--- config.mk ---
export PLATFORM = sky130hd
export DESIGN_NAME = gg_slice_parse_ctrl_flat
export DESIGN_NICKNAME = d
export VERILOG_FILES = /design/src/rtl/gg_slice_parse_ctrl_if.sv /design/src/rtl/gg_slice_parse_ctrl.sv /design/src/flat_wrapper.sv
export SDC_FILE = /design/constraint.sdc
export NUM_CORES = 1
export LEC_CHECK = 0
export ABC_AREA = 1
export CORE_MARGIN = 2
export CORE_UTILIZATION = 45
export CTS_CLUSTER_DIAMETER = 120
export DETAILED_ROUTE_END_ITERATION = 6
export DONT_BUFFER_PORTS = 1
export GPL_ROUTABILITY_DRIVEN = 0
export GPL_TIMING_DRIVEN = 0
export SLEW_MARGIN = 15
export SYNTH_ARGS = -nofsm -noshare
export SYNTH_HDL_FRONTEND = slang
export SYNTH_SLANG_ARGS = --single-unit
--- constraint.sdc ---
create_clock -name clk -period 8.93 [get_ports clk]
set_input_delay 1.786 -clock clk [delete_from_list [all_inputs] [get_ports clk]]
set_output_delay 1.786 -clock clk [all_outputs]
set_load 0.005 [all_outputs]
--- src/rtl/gg_slice_parse_ctrl_if.sv ---
// Bitstream word, slice-job and slice-status bundle
// between the start-code FIFO, the row-slice lattice and the parse controller.
interface gg_slice_parse_ctrl_if #(
    parameter int WIDTH      = 32,
    parameter int BYTE_WIDTH = WIDTH / 8,
    parameter int MB_CNT_W   = 16
);
    logic                  in_valid;
    logic                  req_valid;
    logic                  req_ready;
    logic [31:0]           req_byte_pos;
    logic [MB_CNT_W-1:0]   req_mb_count;
    logic [BYTE_WIDTH-1:0] slice_start;
    logic [BYTE_WIDTH-1:0] slice_end;
    logic [WIDTH-1:0]      mb_start;
    logic [WIDTH-1:0]      mb_end;
    logic                  stream_hold;
    logic                  done_valid;
    logic                  done_ready;
    logic [MB_CNT_W-1:0]   done_mb_count;
    logic [31:0]           done_end_pos;
    logic [2:0]            done_err;
    logic                  busy;

    modport master (
        output in_valid, req_valid, req_byte_pos, req_mb_count,
        output slice_end, mb_start, mb_end, done_ready,
        input  req_ready, slice_start, stream_hold, done_valid,
        input  done_mb_count, done_end_pos, done_err, busy
    );

    modport slave (
        input  in_valid, req_valid, req_byte_pos, req_mb_count,
        input  slice_end, mb_start, mb_end, done_ready,
        output req_ready, slice_start, stream_hold, done_valid,
        output done_mb_count, done_end_pos, done_err, busy
    );
endinterface

--- src/rtl/gg_slice_parse_ctrl.sv ---
// Row-slice parse sequencer: fires the slice_start lane, counts MBs,
// detects slice_end or timeout and emits one status record per slice.
module gg_slice_parse_ctrl #(
    parameter int WIDTH         = 32,
    parameter int BYTE_WIDTH    = WIDTH / 8,
    parameter int MB_CNT_W      = 16,
    parameter int TIMEOUT_WORDS = 1024
) (
    input logic                  clk,
    input logic                  reset,
    gg_slice_parse_ctrl_if.slave bus
);
    localparam int LW  = (BYTE_WIDTH > 1) ? $clog2(BYTE_WIDTH) : 1;
    localparam int PCW = $clog2(WIDTH + 1);
    localparam int TW  = $clog2(TIMEOUT_WORDS + 1);
    localparam logic [BYTE_WIDTH-1:0] LANE1 = BYTE_WIDTH'(1);

    typedef enum logic [1:0] {IDLE, WAIT_POS, ACTIVE, DONE} state_e;

    state_e                state_q;
    logic [31:0]           base_q;
    logic [31:0]           pos_q;
    logic [MB_CNT_W-1:0]   cnt_q;
    logic [MB_CNT_W-1:0]   mb_cnt_q;
    logic [MB_CNT_W-1:0]   end_cnt_q;
    logic [TW-1:0]         timer_q;
    logic                  rdy_q;
    logic                  dv_q;
    logic                  hold_q;
    logic                  busy_q;
    logic [MB_CNT_W-1:0]   dmb_q;
    logic [31:0]           dend_q;
    logic [2:0]            derr_q;

    logic [31:0]           off;
    logic [31:0]           late_diff;
    logic [31:0]           end_pos;
    logic                  hit;
    logic                  work;
    logic                  late;
    logic                  progress;
    logic [LW-1:0]         start_lane;
    logic [LW-1:0]         hi_lane;
    logic [BYTE_WIDTH-1:0] end_mask;
    logic [BYTE_WIDTH-1:0] se_m;
    logic [MB_CNT_W-1:0]   mb_sum_d;
    logic [MB_CNT_W-1:0]   end_sum_d;
    logic [TW-1:0]         timer_d;

    function automatic logic [PCW-1:0] popcnt(input logic [WIDTH-1:0] v);
        logic [PCW-1:0] n;
        n = '0;
        for (int i = 0; i < WIDTH; i++) n = n + PCW'(v[i]);
        return n;
    endfunction

    function automatic logic [MB_CNT_W-1:0] sat_add(
        input logic [MB_CNT_W-1:0] a,
        input logic [PCW-1:0]      b
    );
        logic [MB_CNT_W:0] s;
        s = {1'b0, a} + (MB_CNT_W+1)'(b);
        return s[MB_CNT_W] ? '1 : s[MB_CNT_W-1:0];
    endfunction

    assign off        = pos_q - base_q;
    assign start_lane = LW'(BYTE_WIDTH - 1) - off[LW-1:0];
    assign hit        = (state_q == WAIT_POS) && bus.in_valid
                        && (off < 32'(BYTE_WIDTH));
    assign work       = bus.in_valid && (hit || state_q == ACTIVE);

    // In the start word only lanes after the trigger byte belong to this slice
    assign end_mask   = hit ? (LANE1 << start_lane) - LANE1 : '1;
    assign se_m       = bus.slice_end & end_mask;
    assign progress   = |{bus.mb_start, bus.mb_end};
    assign late_diff  = base_q - bus.req_byte_pos;
    assign late       = (late_diff != '0) && !late_diff[31];
    assign mb_sum_d   = sat_add(mb_cnt_q, popcnt(bus.mb_start));
    assign end_sum_d  = sat_add(end_cnt_q, popcnt(bus.mb_end));
    assign timer_d    = progress ? '0 : timer_q + TW'(1);
    assign end_pos    = base_q + 32'(BYTE_WIDTH - 1) - 32'(hi_lane);

    always_comb begin
        hi_lane = '0;
        for (int l = 0; l < BYTE_WIDTH; l++) begin
            if (se_m[l]) hi_lane = LW'(l);
        end
    end

    assign bus.slice_start   = hit ? (LANE1 << start_lane) : '0;
    assign bus.req_ready     = rdy_q;
    assign bus.done_valid    = dv_q;
    assign bus.stream_hold   = hold_q;
    assign bus.busy          = busy_q;
    assign bus.done_mb_count = dmb_q;
    assign bus.done_end_pos  = dend_q;
    assign bus.done_err      = derr_q;

    always_ff @(posedge clk) begin
        if (reset) begin
            state_q   <= IDLE;
            base_q    <= '0;
            pos_q     <= '0;
            cnt_q     <= '0;
            mb_cnt_q  <= '0;
            end_cnt_q <= '0;
            timer_q   <= '0;
            rdy_q     <= 1'b0;
            dv_q      <= 1'b0;
            hold_q    <= 1'b0;
            busy_q    <= 1'b0;
            dmb_q     <= '0;
            dend_q    <= '0;
            derr_q    <= '0;
        end else begin
            if (bus.in_valid) base_q <= base_q + 32'(BYTE_WIDTH);
            unique case (state_q)
                IDLE: begin
                    rdy_q <= 1'b1;
                    if (bus.req_valid && rdy_q) begin
                        pos_q     <= bus.req_byte_pos;
                        cnt_q     <= bus.req_mb_count;
                        mb_cnt_q  <= '0;
                        end_cnt_q <= '0;
                        timer_q   <= '0;
                        rdy_q     <= 1'b0;
                        busy_q    <= 1'b1;
                        if (late) begin
                            state_q <= DONE;
                            dv_q    <= 1'b1;
                            hold_q  <= 1'b1;
                            dmb_q   <= '0;
                            dend_q  <= '0;
                            derr_q  <= 3'b100;
                        end else begin
                            state_q <= WAIT_POS;
                        end
                    end
                end
                WAIT_POS, ACTIVE: begin
                    if (work) begin
                        state_q   <= ACTIVE;
                        mb_cnt_q  <= mb_sum_d;
                        end_cnt_q <= end_sum_d;
                        timer_q   <= timer_d;
                        if (|se_m) begin
                            state_q <= DONE;
                            dv_q    <= 1'b1;
                            hold_q  <= 1'b1;
                            dmb_q   <= mb_sum_d;
                            dend_q  <= end_pos;
                            derr_q  <= {2'b00, mb_sum_d != cnt_q};
                        end else if (timer_d == TW'(TIMEOUT_WORDS)) begin
                            state_q <= DONE;
                            dv_q    <= 1'b1;
                            hold_q  <= 1'b1;
                            dmb_q   <= mb_sum_d;
                            dend_q  <= '0;
                            derr_q  <= 3'b010;
                        end
                    end
                end
                DONE: begin
                    if (bus.done_ready) begin
                        state_q <= IDLE;
                        dv_q    <= 1'b0;
                        hold_q  <= 1'b0;
                        busy_q  <= 1'b0;
                        rdy_q   <= 1'b1;
                    end
                end
            endcase
        end
    end
endmodule
--- src/flat_wrapper.sv ---
// flat-port wrapper written by rule: the top's interface ports become plain ports
module gg_slice_parse_ctrl_flat 
#(
    parameter int WIDTH         = 32,
    parameter int BYTE_WIDTH    = WIDTH / 8,
    parameter int MB_CNT_W      = 16,
    parameter int TIMEOUT_WORDS = 1024
)
  (clk, reset, bus_in_valid, bus_req_valid, bus_req_byte_pos, bus_req_mb_count, bus_slice_end, bus_mb_start, bus_mb_end, bus_done_ready, bus_req_ready, bus_slice_start, bus_stream_hold, bus_done_valid, bus_done_mb_count, bus_done_end_pos, bus_done_err, bus_busy);
  gg_slice_parse_ctrl_if #(.WIDTH(WIDTH), .BYTE_WIDTH(BYTE_WIDTH), .MB_CNT_W(MB_CNT_W)) bus_i ();
  input logic clk;
  input logic reset;
  input wire logic [$bits(bus_i.in_valid)-1:0] bus_in_valid;
  input wire logic [$bits(bus_i.req_valid)-1:0] bus_req_valid;
  input wire logic [$bits(bus_i.req_byte_pos)-1:0] bus_req_byte_pos;
  input wire logic [$bits(bus_i.req_mb_count)-1:0] bus_req_mb_count;
  input wire logic [$bits(bus_i.slice_end)-1:0] bus_slice_end;
  input wire logic [$bits(bus_i.mb_start)-1:0] bus_mb_start;
  input wire logic [$bits(bus_i.mb_end)-1:0] bus_mb_end;
  input wire logic [$bits(bus_i.done_ready)-1:0] bus_done_ready;
  output wire logic [$bits(bus_i.req_ready)-1:0] bus_req_ready;
  output wire logic [$bits(bus_i.slice_start)-1:0] bus_slice_start;
  output wire logic [$bits(bus_i.stream_hold)-1:0] bus_stream_hold;
  output wire logic [$bits(bus_i.done_valid)-1:0] bus_done_valid;
  output wire logic [$bits(bus_i.done_mb_count)-1:0] bus_done_mb_count;
  output wire logic [$bits(bus_i.done_end_pos)-1:0] bus_done_end_pos;
  output wire logic [$bits(bus_i.done_err)-1:0] bus_done_err;
  output wire logic [$bits(bus_i.busy)-1:0] bus_busy;
  assign bus_i.in_valid = bus_in_valid;
  assign bus_i.req_valid = bus_req_valid;
  assign bus_i.req_byte_pos = bus_req_byte_pos;
  assign bus_i.req_mb_count = bus_req_mb_count;
  assign bus_i.slice_end = bus_slice_end;
  assign bus_i.mb_start = bus_mb_start;
  assign bus_i.mb_end = bus_mb_end;
  assign bus_i.done_ready = bus_done_ready;
  assign bus_req_ready = bus_i.req_ready;
  assign bus_slice_start = bus_i.slice_start;
  assign bus_stream_hold = bus_i.stream_hold;
  assign bus_done_valid = bus_i.done_valid;
  assign bus_done_mb_count = bus_i.done_mb_count;
  assign bus_done_end_pos = bus_i.done_end_pos;
  assign bus_done_err = bus_i.done_err;
  assign bus_busy = bus_i.busy;
  gg_slice_parse_ctrl #(.WIDTH(WIDTH), .BYTE_WIDTH(BYTE_WIDTH), .MB_CNT_W(MB_CNT_W), .TIMEOUT_WORDS(TIMEOUT_WORDS)) u_core (.clk(clk), .reset(reset), .bus(bus_i));
endmodule
==> reports/metrics.yaml <==
run_status:
  status: "complete, no violations"
logic_synthesis:
  synthMuxAreaShare: 0
  synth-async-reset-ratio: 0
  synthCells: 2421
  seq_area_frac_synth: 0.218
  ys_types: 46
  synth_area_sq_mm: 0.0148
  syn_avg_cell_area_sq_um: 6.11
  synth_flop_cell: "dfxtp_1"
  synth_edf_count: 0
  synth_top_area_cell: "dfxtp_1"
  synth-compound-area-share: 0.140
  synthAdderAreaFrac: 0.149
  synth_top_area_share: 0.218
  synth-xor-area-share: 0.0438
  ys_ff_latch: 161
  yosysWarnings: 0
  synthTopCellsByArea: "dfxtp_1 (22%), nand2_1 (16%), ha_1 (11%)"
  synth_top_family_by_area: "simple AND/OR/NAND/NOR gates"
  syn_nets: 2703
  synth_simple_gate_area_frac: 0.329
pwr:
  power_mw: 5.25
  ir_drop_v: 0.000244
  leakagePower_nw: 8.35
  powerDensity_mw_per_mm2: 328
timing:
  drv_slew: 0
  finalSetupViolCount: 0
  fmax_ghz: 0.119
  finalHoldViolations: 0
  period_minus_slack_ns: 8.42
  tightest_slew_ns: 0.991
  relSlewSlack: 0.340
  setup_tns_ns: 0
  fin_crit_sh: 0.943
  setup_ws_ns: 0.510
  fin_skew_ns: 0.0129
  rsz0062_at_grt: "no"
final_layout:
  drive_gt1_frac: 0.0342
  area_growth_pct: 8.18
  stdcell_area_sq_mm: 0.0160
  finalNetCount: 2722
  fin_cells: 2896
clock_network:
  clock_path_buffers: 2
  insertion_delay_ns: 0.45
  cts_setup_buffers: 0
  h-tree-depth: 4
  clkTransAtPathRegs_ns: 0.07
  hold_buffers: 0
  cts_tree: "done"
  cts_root_buffer: "clkbuf_16"
  cts_resized: 0
  cts_sinks: 161
  numCtsBuffers: 17
route:
  routed_wl_um: 47400
  drtIter0Drc: 1085
  routedWlPerCell_um: 16.4
  viasPerCell: 5.23
  ant_nets: 0
  drc: 0
  vias: 15200
  first_pass_iters: 5
grt:
  grtUsageTotal: 0.278
  grt_use_met2: 0.477
  gr-usage-met3: 0.0480
  antenna_found_initial: 0
  grt.busiest_layer: "met2"
  use_met1: 0.341
  grt_max_degree: 17
  grt_pass1_wl_um: 73700
  grt_pass1_vias: 14000
  globalRoute.totalOverflow: 0
floorplanning:
  die_x_um: 185
  core_sq_mm: 0.0325
  initial_core_util: 0.456
  rows: 66
  die_y_um: 185
  io_pins: 180
  dieArea_sq_mm: 0.0343
critical_path:
  crit_top_cell: "inv_1"
  cp_num_buf_inv: 9
  critical-path-slowest-cell: "fa_1"
  setup.worst_path.class: "in -> reg"
  worst_ep_arrival_time_ns: 8.76
  critPathCaptureType: "flip-flop"
  crit_family: "adder cells"
  crit_required_ns: 9.27
  startpoint_type: "input port"
  critPathMaxFanout: 10
  max_stage_delay_ns: 0.59
placed_design:
  dp_cells: 2863
  io_buffers: 0
  dp_hpwl_um: 39500
  dp_slack_ns: 0.105
  place_area_sq_mm: 0.0153
min_path:
  hp-class: "reg -> reg"
run:
  cap_violations: 0
per-layer routing:
| metal | share of wire | vias to the layer above |
|---|---|---|
| met4 | 0.042 | 0 |
| met5 | 0 | - |
| met3 | 0.055 | 84 |
| met1 | 0.44 | 6904 |
| met2 | 0.46 | 406 |
| li1 | - | 7764 |
cells in the final DEF (no fill, tap or decap), drive strengths merged, types with 17 or more instances in the layout:
cell	n
a21oi	209
buf	19
clkbuf	48
dfxtp	161
fa	26
ha	135
inv	420
nand2	622
nand3	135
nand4	38
nor2	273
nor3	45
nor4	26
o21ai	153
xnor2	17
xor2	57
cell type report:
type,count,area [sq um]
clock inverters,14,225
flip-flops and latches,161,3220
plain buffers,49,208
fillers,3454,16400
diodes,1,2.50
multi-input cells,1793,9800
well taps,442,553
inverters,418,1570
clock buffers,18,429
cell families after synthesis:
kind of cell | after synthesis
compound gates | 395
buf+inv | 467
fa+ha+maj | 161
simple gates | 1163
flops | 161
xor+xnor | 74
registers in the layout, indices dropped and copies added (netlist names), 2 cells and up:
register	count
u_core.pos_q	32
u_core.state_q	2
u_core.bus.done_err	3
u_core.bus.done_mb_count	16
u_core.base_q	30
u_core.bus.done_end_pos	32
u_core.mb_cnt_q	16
u_core.timer_q	11
u_core.cnt_q	16
metrics by stage:
| stage | hold slack, ns | util |
|---|---|---|
| after detailed placement | 0.460 | 0.473 |
| after global placement | 0.457 | 0.473 |
| after global routing | 0.480 | 0.493 |
| final | 0.469 | 0.493 |
| after CTS | 0.471 | 0.493 |
| after floorplan | 0.445 | - |
synthesized netlist by cell type, types with 2 or more instances:
library cell and count:
nand2_1 618, inv_1 395, nor2_1 269, a21oi_1 208, dfxtp_1 161, o21ai_0 144, ha_1 135, nand3_1 134
xor2_1 57, nor3_1 45, nand4_1 38, clkbuf_1 30, fa_1 26, nor4_1 26, inv_2 21, xnor2_1 17
nand3b_1 14, buf_2 13, o21ai_1 9, o21bai_1 8, o21a_1 7, a21o_1 4, and2_1 4, buf_1 4
nand2_2 4, or2_2 4, nor2_2 3, a21boi_0 2, a31oi_1 2, buf_4 2, o211ai_1 2
tightest hold or removal path, stage by stage, from the launching register on:
cell and delay [ns]:
dfxtp_1 0.31, nand2_1 0.06, a21oi_1 0.05
power by group:
group	switching, mW	internal, mW	total (mW)
sequential	0.112	0.867	0.979
combinational	2.24	1.19	3.43
clock	0.359	0.480	0.838
worst paths after layout:
kind	startpoint	endpoint	slack (ns)	cells after the start
max	bus_mb_start[0]	u_core.bus.done_mb_count[2]	0.51	30
max reg2reg	u_core.base_q[11]	u_core.bus.done_mb_count[0]	4.53	22
min	u_core.timer_q[10]	u_core.timer_q[10]	0.47	2
min reg2reg	u_core.timer_q[10]	u_core.timer_q[10]	0.47	2
Note: power is estimated with default switching activity, not from simulation.
